## config.mk

```make
export PLATFORM = sky130hd
export DESIGN_NAME = data_mem_arbiter
export DESIGN_NICKNAME = d
export VERILOG_FILES = /design/src/rtl/data_mem_arbiter.sv
export SDC_FILE = /design/constraint.sdc
export NUM_CORES = 1
export LEC_CHECK = 0
export CORE_AREA = 2 2 117 119
export CTS_CLUSTER_DIAMETER = 100
export DETAILED_ROUTE_END_ITERATION = 10
export DIE_AREA = 0 0 119 121
export DONT_BUFFER_PORTS = 1
export PLACE_DENSITY = 0.49
export REMOVE_ABC_BUFFERS = 1
export SETUP_SLACK_MARGIN = 0.05
export SLEW_MARGIN = 10
export SYNTH_ARGS = -nofsm -noshare
export SYNTH_HDL_FRONTEND = slang
export SYNTH_SLANG_ARGS = --single-unit
```

## constraint.sdc

```tcl
create_clock -name CLK -period 1.5 [get_ports CLK]
set_input_delay 0.3 -clock CLK [delete_from_list [all_inputs] [get_ports CLK]]
set_output_delay 0.3 -clock CLK [all_outputs]
set_load 0.01 [all_outputs]
```

## src/rtl/data_mem_arbiter.sv

```systemverilog
// data_mem_arbiter: two-port arbiter/sequencer in front of the single-port data memory.
// Port 0 is the core load/store unit and port 1 is a secondary master (loader/debug).
// Each access is IDLE (arbitrate + latch) -> ISSUE (drive memory) -> RESP (loads only).
// The memory reads on a registered posedge and writes on the negedge of ISSUE.
// Optional feature macro: DATA_MEM_ARB_RR_EN selects round-robin arbitration on contention.
// When it is undefined, arbitration is fixed priority and port 0 wins.

module data_mem_arbiter #(
  parameter int unsigned ADDR_W = 32,
  parameter int unsigned DATA_W = 32
) (
  input  logic              CLK,
  input  logic              RST,
  input  logic              req0,
  input  logic              req1,
  input  logic              we0,
  input  logic              we1,
  input  logic [ADDR_W-1:0] addr0,
  input  logic [ADDR_W-1:0] addr1,
  input  logic [DATA_W-1:0] wdata0,
  input  logic [DATA_W-1:0] wdata1,
  output logic              gnt0,
  output logic              gnt1,
  output logic              rvalid0,
  output logic              rvalid1,
  output logic [DATA_W-1:0] rdata0,
  output logic [DATA_W-1:0] rdata1,
  output logic [ADDR_W-1:0] mem_addr,
  output logic [DATA_W-1:0] mem_wdata,
  output logic              mem_we,
  input  logic [DATA_W-1:0] mem_rdata
);

  typedef enum logic [1:0] {
    StIdle  = 2'd0,
    StIssue = 2'd1,
    StResp  = 2'd2
  } state_e;

  state_e r_state;
  state_e w_state_d;

  // Owner/last encode the port index: 0 = port 0, 1 = port 1.
  logic              r_owner;
  logic              r_last;
  logic              r_we;
  logic              r_mem_we;
  logic [ADDR_W-1:0] r_mem_addr;
  logic [DATA_W-1:0] r_mem_wdata;

  logic              w_any_req;
  logic              w_win;
  logic              w_win_we;
  logic [ADDR_W-1:0] w_win_addr;
  logic [DATA_W-1:0] w_win_wdata;
  logic              w_accept;

  assign w_any_req = req0 | req1;
  assign w_accept  = (r_state == StIdle) && w_any_req;

  // Winner selection; a lone requester always wins, contention goes to the policy.
`ifdef DATA_MEM_ARB_RR_EN
  always_comb begin
    if (req0 && req1) begin
      w_win = ~r_last;
    end else begin
      w_win = ~req0;
    end
  end
`else
  // last is kept for reset compatibility but plays no part in fixed priority.
  logic w_unused_last;
  assign w_unused_last = r_last;

  always_comb begin
    w_win = ~req0;
  end
`endif

  // Route the winning port's request fields toward the capture registers.
  always_comb begin
    if (w_win) begin
      w_win_we    = we1;
      w_win_addr  = addr1;
      w_win_wdata = wdata1;
    end else begin
      w_win_we    = we0;
      w_win_addr  = addr0;
      w_win_wdata = wdata0;
    end
  end

  // State register.
  always_ff @(posedge CLK) begin
    if (RST) begin
      r_state <= StIdle;
    end else begin
      r_state <= w_state_d;
    end
  end

  // Next-state logic: stores finish after ISSUE, loads need one more cycle for data.
  always_comb begin
    w_state_d = r_state;
    unique case (r_state)
      StIdle: begin
        if (w_any_req) begin
          w_state_d = StIssue;
        end
      end
      StIssue: begin
        if (r_we) begin
          w_state_d = StIdle;
        end else begin
          w_state_d = StResp;
        end
      end
      StResp: begin
        w_state_d = StIdle;
      end
      default: begin
        w_state_d = StIdle;
      end
    endcase
  end

  // Capture the winner in IDLE; memory-side signals then stay stable through ISSUE.
  always_ff @(posedge CLK) begin
    if (RST) begin
      r_owner     <= 1'b0;
      r_last      <= 1'b1;
      r_we        <= 1'b0;
      r_mem_we    <= 1'b0;
      r_mem_addr  <= '0;
      r_mem_wdata <= '0;
    end else if (w_accept) begin
      r_owner     <= w_win;
      r_last      <= w_win;
      r_we        <= w_win_we;
      r_mem_we    <= w_win_we;
      r_mem_addr  <= w_win_addr;
      r_mem_wdata <= w_win_wdata;
    end else begin
      // Write enable lives for exactly the ISSUE cycle; address/data hold.
      r_mem_we    <= 1'b0;
    end
  end

  // Output decode: pulses are steered to the owner only.
  // A read response still in RESP while RST is high is dropped.
  always_comb begin
    gnt0    = 1'b0;
    gnt1    = 1'b0;
    rvalid0 = 1'b0;
    rvalid1 = 1'b0;
    rdata0  = '0;
    rdata1  = '0;
    unique case (r_state)
      StIssue: begin
        gnt0 = ~r_owner;
        gnt1 = r_owner;
      end
      StResp: begin
        rvalid0 = ~r_owner & ~RST;
        rvalid1 = r_owner & ~RST;
      end
      default: begin
      end
    endcase
    if (rvalid0) begin
      rdata0 = mem_rdata;
    end
    if (rvalid1) begin
      rdata1 = mem_rdata;
    end
  end

  assign mem_addr  = r_mem_addr;
  assign mem_wdata = r_mem_wdata;
  assign mem_we    = r_mem_we;

endmodule

```

==> metrics.csv, run 1 <==
stage;metric;value;unit
clock_network;clkLatencyLatePin;0.33;ns
synth;synthesis.area_per_instance;9.88;um^2
run;drv_cap;0;
timing;final-max-slew-violation-count;0;
route;detail_route.wl_per_cell;21.6;um
synth;synth_area;3820;um^2
grt;maximum_number_of_pins_on_one_net_before_global_route_repair;72;
floorplanning;die_h;121;um
worst_setup_path;worst_path_max_fanout;16;
timing;unrepaired_setup_endpoints_after_global_routing;yes;
placed_design;place_area;4030;um^2
timing;finalSetupViolations;66;
grt;antenna_found_initial;0;
synth;yosys_warnings;0;
pwr;power_leakage;0.00181;uW
synth;ys_ff_latch;69;
timing;min_period_over_period;1.20;
floorplanning;floorplan.initialDensity;0.292;
grt;grt-ovfl-total;0;
clock_network;cts.sink_count;69;
synth;ys_async_sr_fraction;0;
finish;drive_above_1_share;0.405;
outcome;failed_checks;negative setup slack;
floorplanning;die_width;119;um
synth;synth-edff-count;0;
finish;final_cell_count_no_fill;559;
synth;gate_count_post_synth;387;
route;detail_route.vias_per_cell;5.43;
worst_hold_path;worstHoldPathType;primary input to flip-flop;
route;drt-pass1-iter-count;4;
timing;setup_slack;-0.302;ns
synth;synth.most_common_cell;dfxtp_1;
clock_network;clock_tree.htree_level_count;3;
placed_design;dp_cells;534;
floorplanning;dieArea;14400;um^2
timing;max_slew_margin;0.735;
pwr;power.density_cell_area;1160;nW/um^2
synth;ys_types;18;
synth;synth.top_cell.area_share;0.361;
clock_network;cts-root-to-sink-buffers;2;
timing;period_minus_slack;1.80;ns
synth;synth_commonest_cells;69 x dfxtp_1, 66 x a21oi_1, 65 x and2_1, 65 x mux2i_1, 50 x a211oi_2;
finish;final_area;4630;um^2
grt;via_count_of_the_first_global_routing_pass;3094;
route;detail-route-antenna-nets;0;
placed_design;place.port_buffers;0;
floorplanning;core_region_area;13100;um^2
route;remaining_drc_errors;0;
timing;tightest_slew;0.398;ns
worst_setup_path;cp_class;flip-flop to output port;
worst_setup_path;cp-end-kind;output port;
synth;synth_sequential_area_ratio;0.361;
clock_network;cts-buffers-inserted;9;
worst_setup_path;worst_ep_required_time;1.20;ns
outcome;run_status;complete, but fails checks;
synth;ys_top_cells_by_area;dfxtp_1 36%, mux2i_1 17%, a211oi_2 16%;
floorplanning;num_rows;42;
route;wl;12.1;mm
worst_setup_path;crit_path_arrival_time;1.50;ns
timing;fmaxAchievable;555;MHz
synth;synth_area_leader_cell;dfxtp_1;
finish;syn2layout_area_growth;21.1;%
clock_network;cts_tree;built;
route;starting_drt_drc_count;118;
timing;clock_skew;0.00595;ns
clock_network;cts-hold-fix-buffers;0;
synth;ys_dominant_reg_cell;dfxtp_1;
pwr;ir_worst_vdd;0.502;mV
grt;grt_util_all_layers;0.157;
finish;num-nets-final;545;
floorplanning;count_of_pins_on_the_block_boundary;299;
placed_design;routabilityCongestion;0.712;
finish;insertedDiodeCount;0;
route;detailroute.via_count;3035;
clock_network;cts_root_buf;clkbuf_16;
grt;wire_length_of_the_first_global_routing_pass;17.3;mm
timing;finalHoldViolCount;0;
placed_design;post-dp-hpwl;8.40;mm
clock_network;clk_pin_slew_worst_paths;0.06;ns
worst_setup_path;crit_path_start_kind;flip-flop;
[flip-flops by register name, indices dropped and copies added, names as in the netlist]
signal and count:
r_we 1, mem_addr 32, mem_wdata 32, r_owner 1, mem_we 1, r_state 2
[where the power goes]
| group | switching [uW] | total (uW) | internal (uW) |
|---|---|---|---|
| clock network | 787 | 2150 | 1360 |
| logic | 481 | 915 | 434 |
| registers | 258 | 2310 | 2050 |
[stage by stage]
stage / setup WS [ns] / TNS, ns / power [uW] / utilization / hold slack [ns]
after CTS: -0.312 / -17.97 / 5430 / 0.344 / 0.0190
after floorplan: -3.32 / -258.69 / 2950 / - / 0.365
final: -0.302 / -17.88 / 5380 / 0.354 / 0.0323
after global placement: 0.0412 / 0 / 3210 / 0.308 / 0.372
after global routing: -0.358 / -21.96 / 5630 / 0.354 / 0.0144
after detailed placement: 0.0271 / 0 / 3230 / 0.308 / 0.374
[final timing paths]
kind	from	cells past startpoint	end	slack [ns]
setup / recovery	r_owner	5	rdata0[0]	-0.30
hold / removal	RST	1	mem_wdata[12]	0.03
setup reg to reg	r_state[0]	5	mem_addr[13]	0.14
hold reg to reg	r_we	1	r_state[1]	0.42
[worst max-delay path, stage by stage, from the launching register on]
cell and delay, ns:
dfxtp_4 0.35, buf_6 0.12, nor4b_4 0.19, buf_4 0.18
clkbuf_16 0.16, and2_1 0.18
[logic make-up (layout without fill, tap and decap cells)]
logic type             Yosys count  after routing  share of synthesized area
AOI/OAI and AO/OA              132            132                      0.281
and+or+nand+nor                 76             76                      0.125
DFF                             69             69                      0.361
muxes                           65             65                      0.170
buffers and inverters           45             41                     0.0622
[metal layers]
| layer | up-vias | global-route usage | part of all wire |
|---|---|---|---|
| li1 | 1385 | - | - |
| met4 | 0 | 0.0625 | 0.018 |
| met5 | - | 0 | 0 |
| met3 | 14 | 0.0695 | 0.11 |
| met2 | 200 | 0.281 | 0.53 |
| met1 | 1436 | 0.159 | 0.34 |
[what timing repair did]
item | in CTS | in global routing
cloned | 2 | 1
endpoints found under the setup margin | 72 | 96
gates resized for setup | 44 | 31
buffers inserted | 3 | 4
pin swaps | 4 | 19
[cells in the final DEF, fill, tap and decap left out, drive strengths merged]
cell	n
dfxtp	69
a21oi	66
a211oi	66
mux2i	65
and2	65
buf	23
clkbuf	13
nor2	4
nor4b	2
nor3	2
clkinv	2
inv	1
nand2b	1
or2	1
nand2	1
bufinv	1
clkinvlp	1
[area by class of cell]
class,count,area [um^2]
clock buffers,11,253
clock inverters,4,47.5
fillers,1302,8450
inverters,1,6.26
multi-input cells,273,2390
flip-flops and latches,69,1390
well taps,176,220
repair buffers,25,328
(Power assumes the default switching activity.)
==> run 2, diff against run 1 <==
- CAP_MARGIN: default -> 20
- REMOVE_ABC_BUFFERS: 1 -> default
==> run 2 against run 1 <==
Against the previous run:
- the run still ends with negative setup slack left
- largest cell class unchanged
- non-clock buffer count is 10 lower
- setup slack better by 0.060 ns
- register-to-register slack gained 0.02 ns
- count of clock-buffer cells in the layout fell by 2
- critical path depth decreased by 1
- final area is 2.4% lower
- clock power is 4% lower
- via count is 2.8% lower
- final cell count is 1.8% lower
==> metrics.csv, run 2 (same netlist as run 1, synthesis figures left out) <==
stage;metric;value;unit;change
timing;setup_slack;-0.242;ns;was -0.302 ns
pwr;share_comb_of_total_power;0.168;;was 0.170
route;remaining_drc_errors;0;;unchanged
floorplanning;floorplan.initialDensity;0.292;;unchanged
timing;min_period_over_period;1.16;;was 1.20
placed_design;dp_cells;530;;was 534
grt;via_count_of_the_first_global_routing_pass;2902;;was 3094
pwr;share_clk_of_total_power;0.393;;was 0.400
worst_hold_path;whs_path_depth;1;;unchanged
worst_setup_path;cp-end-kind;output port;;unchanged
timing;fmaxAchievable;574;MHz;was 555 MHz
worst_setup_path;crit_path_arrival_time;1.44;ns;was 1.50 ns
grt;wire_length_of_the_first_global_routing_pass;17.1;mm;was 17.3 mm
timing;finalSetupViolations;68;;was 66
route;starting_drt_drc_count;128;;was 118
floorplanning;count_of_pins_on_the_block_boundary;299;;unchanged
clock_network;cts_root_buf;clkbuf_16;;unchanged
clock_network;cts-buffers-inserted;9;;unchanged
grt;grt_util_all_layers;0.155;;was 0.157
worst_setup_path;reg2reg_from;r_state[0];;unchanged
route;wl;12.2;mm;was 12.1 mm
grt;grt-ovfl-total;0;;unchanged
floorplanning;num_rows;42;;unchanged
placed_design;place.port_buffers;0;;unchanged
pwr;power.share.sequential;0.439;;was 0.430
placed_design;post_place_worst_slack;0.0519;ns;was 0.0271 ns
finish;syn2layout_area_growth;18.3;%;was 21.1%
pwr;power.density_cell_area;1170;nW/um^2;was 1160 nW/um^2
finish;most-common-layout-cells;67 x dfxtp_1, 66 x a21oi_1, 65 x mux2i_1, 62 x and2_4, 50 x a211oi_2;;was 66 x a21oi_1, 66 x dfxtp_1, 65 x mux2i_1, 54 x and2_4, 50 x a211oi_2
grt;grt.met1_usage;0.158;;was 0.159
route;detail-route-antenna-nets;0;;unchanged
route;detailroute.via_count;2949;;was 3035
pwr;net_sw_frac;0.290;;was 0.284
worst_setup_path;reg2reg_slack;0.16;ns;was 0.14 ns
floorplanning;core_region_area;13100;um^2;unchanged
finish;multiInputGateArea;2380;um^2;was 2390 um^2
route;detail_route.vias_per_cell;5.37;;was 5.43
worst_hold_path;worstHoldPathType;primary input to flip-flop;;unchanged
clock_network;clkLatencyLatePin;0.33;ns;about the same
finish;final_cell_count_no_fill;549;;was 559
floorplanning;die_width;119;um;unchanged
run;drv_cap;0;;unchanged
grt;grt_busiest_layer;met2;;unchanged
grt;grt_util_met3;0.0559;;was 0.0695
worst_setup_path;worst_ep_required_time;1.20;ns;about the same
clock_network;cts-hold-fix-buffers;0;;unchanged
worst_setup_path;timing.reg2reg.worst_path_depth;5;;unchanged
finish;drive_above_1_share;0.399;;was 0.405
worst_setup_path;crit-reg2reg-capture;mem_wdata[25];;was mem_addr[13]
timing;unrepaired_setup_endpoints_after_global_routing;yes;;unchanged
clock_network;cts.sink_count;69;;unchanged
floorplanning;dieArea;14400;um^2;unchanged
worst_hold_path;hold_path_startpoint;RST;;unchanged
grt;antenna_found_initial;0;;unchanged
pwr;p_int;3750;uW;was 3850 uW
pwr;power.net_switching;1530;uW;about the same
grt;maximum_number_of_pins_on_one_net_before_global_route_repair;72;;unchanged
timing;finalHoldViolCount;0;;unchanged
placed_design;post-dp-hpwl;8.68;mm;was 8.40 mm
grt;grt_use_met2;0.283;;was 0.281
worst_setup_path;worst_path_max_fanout;33;;was 16
pwr;ir_worst_vdd;0.487;mV;was 0.502 mV
finish;filler_cell_count;1338;;was 1302
finish;final-seq-area;1390;um^2;about the same
outcome;failed_checks;negative setup slack;;unchanged
timing;tightest_slew;0.370;ns;was 0.398 ns
route;detail_route.wl_per_cell;22.2;um;was 21.6 um
worst_setup_path;cp_class;flip-flop to output port;;unchanged
pwr;post-layout-total-power;5270;uW;was 5380 uW
timing;final-max-slew-violation-count;0;;unchanged
clock_network;cts_tree;built;;unchanged
finish;num-nets-final;535;;was 545
route;drt-pass1-iter-count;4;;unchanged
worst_hold_path;end_point_of_the_most_critical_hold_path;mem_wdata[10];;was mem_wdata[12]
timing;clock_skew;0.00591;ns;was 0.00595 ns
finish;mostFrequentLayoutCell;dfxtp_1;;
finish;insertedDiodeCount;0;;unchanged
outcome;run_status;complete, but fails checks;;unchanged
pwr;power_leakage;0.00175;uW;was 0.00181 uW
clock_network;cts-root-to-sink-buffers;2;;unchanged
synth;mappedNetlistNets;553;;
worst_setup_path;crit_path_start_kind;flip-flop;;unchanged
placed_design;routabilityCongestion;0.708;;was 0.712
timing;period_minus_slack;1.74;ns;was 1.80 ns
timing;timing.hold.ws;0.0404;ns;was 0.0323 ns
clock_network;clk_pin_slew_worst_paths;0.06;ns;about the same
floorplanning;die_h;121;um;unchanged
timing;max_slew_margin;0.753;;was 0.735
clock_network;clock_tree.htree_level_count;3;;unchanged
-- run 2: cell count changes in the layout (fill, tap and decap cells not counted), sizes merged --
| cell | previous run | this run |
|---|---|---|
| buf | 23 | 13 |
| inv | 1 | 2 |
| clkbuf | 13 | 11 |
| clkinvlp | 1 | 2 |
-- run 2: stage by stage --
stage                      util  setup TNS [ns]  area [um^2]
after floorplan               -               0         3960
after global placement    0.311               0         4070
after detailed placement  0.311               0         4070
after CTS                 0.334          -15.14         4360
after global routing      0.346          -18.00         4520
final                     0.346          -13.83         4520
-- run 2: area by class of cell --
cell class	instances	share of cell area
Sequential cell	69	0.307
Timing Repair Buffer	15	0.0526
Tap cell	176	0.0487
Clock inverter	6	0.0141
Inverter	1	0.000830
Multi-Input combinational cell	273	0.527
Clock buffer	9	0.0498
-- run 2: power by group through the flow --
stage	logic, uW	registers (uW)	clock network (uW)
floorplan	803	2290	0
CTS	874	2320	2140
global placement	855	2360	0
global route	975	2340	2230
detailed placement	872	2360	0
finish	887	2310	2070
-- run 2: repair_timing --
item | 4_1_cts | 5_1_grt
buffers inserted | 0 | 1
hold endpoints to repair | 0 | 0
pin swaps | 1 | 24
cloned | 0 | 3
endpoints found under the setup margin | 68 | 68
resized for setup | 4 | 34
-- run 2: metal layers --
metal | part of all wire | wire [um]
met1 | 0.36 | 4390
met2 | 0.53 | 6430
met3 | 0.083 | 1000
met4 | 0.028 | 342
met5 | 0 | 0
-- run 2: worst max-delay path by stage --
stage,start,endpoint,slack (ns),depth (start not counted)
final,r_owner,rdata1[31],-0.24,4
after global routing,r_owner,rdata1[31],-0.32,4
after global placement,r_owner,rdata1[31],0.08,4
after detailed placement,r_owner,rdata1[31],0.05,4
after floorplan,RST,rdata1[22],0.03,4
after CTS,r_owner,rdata1[31],-0.27,4
-- run 2: critical path: stages (launching register included) --
cell and delay, ns:
dfxtp_4 0.37, inv_2 0.05, nor4b_4 0.25, buf_12 0.22
and2_1 0.21
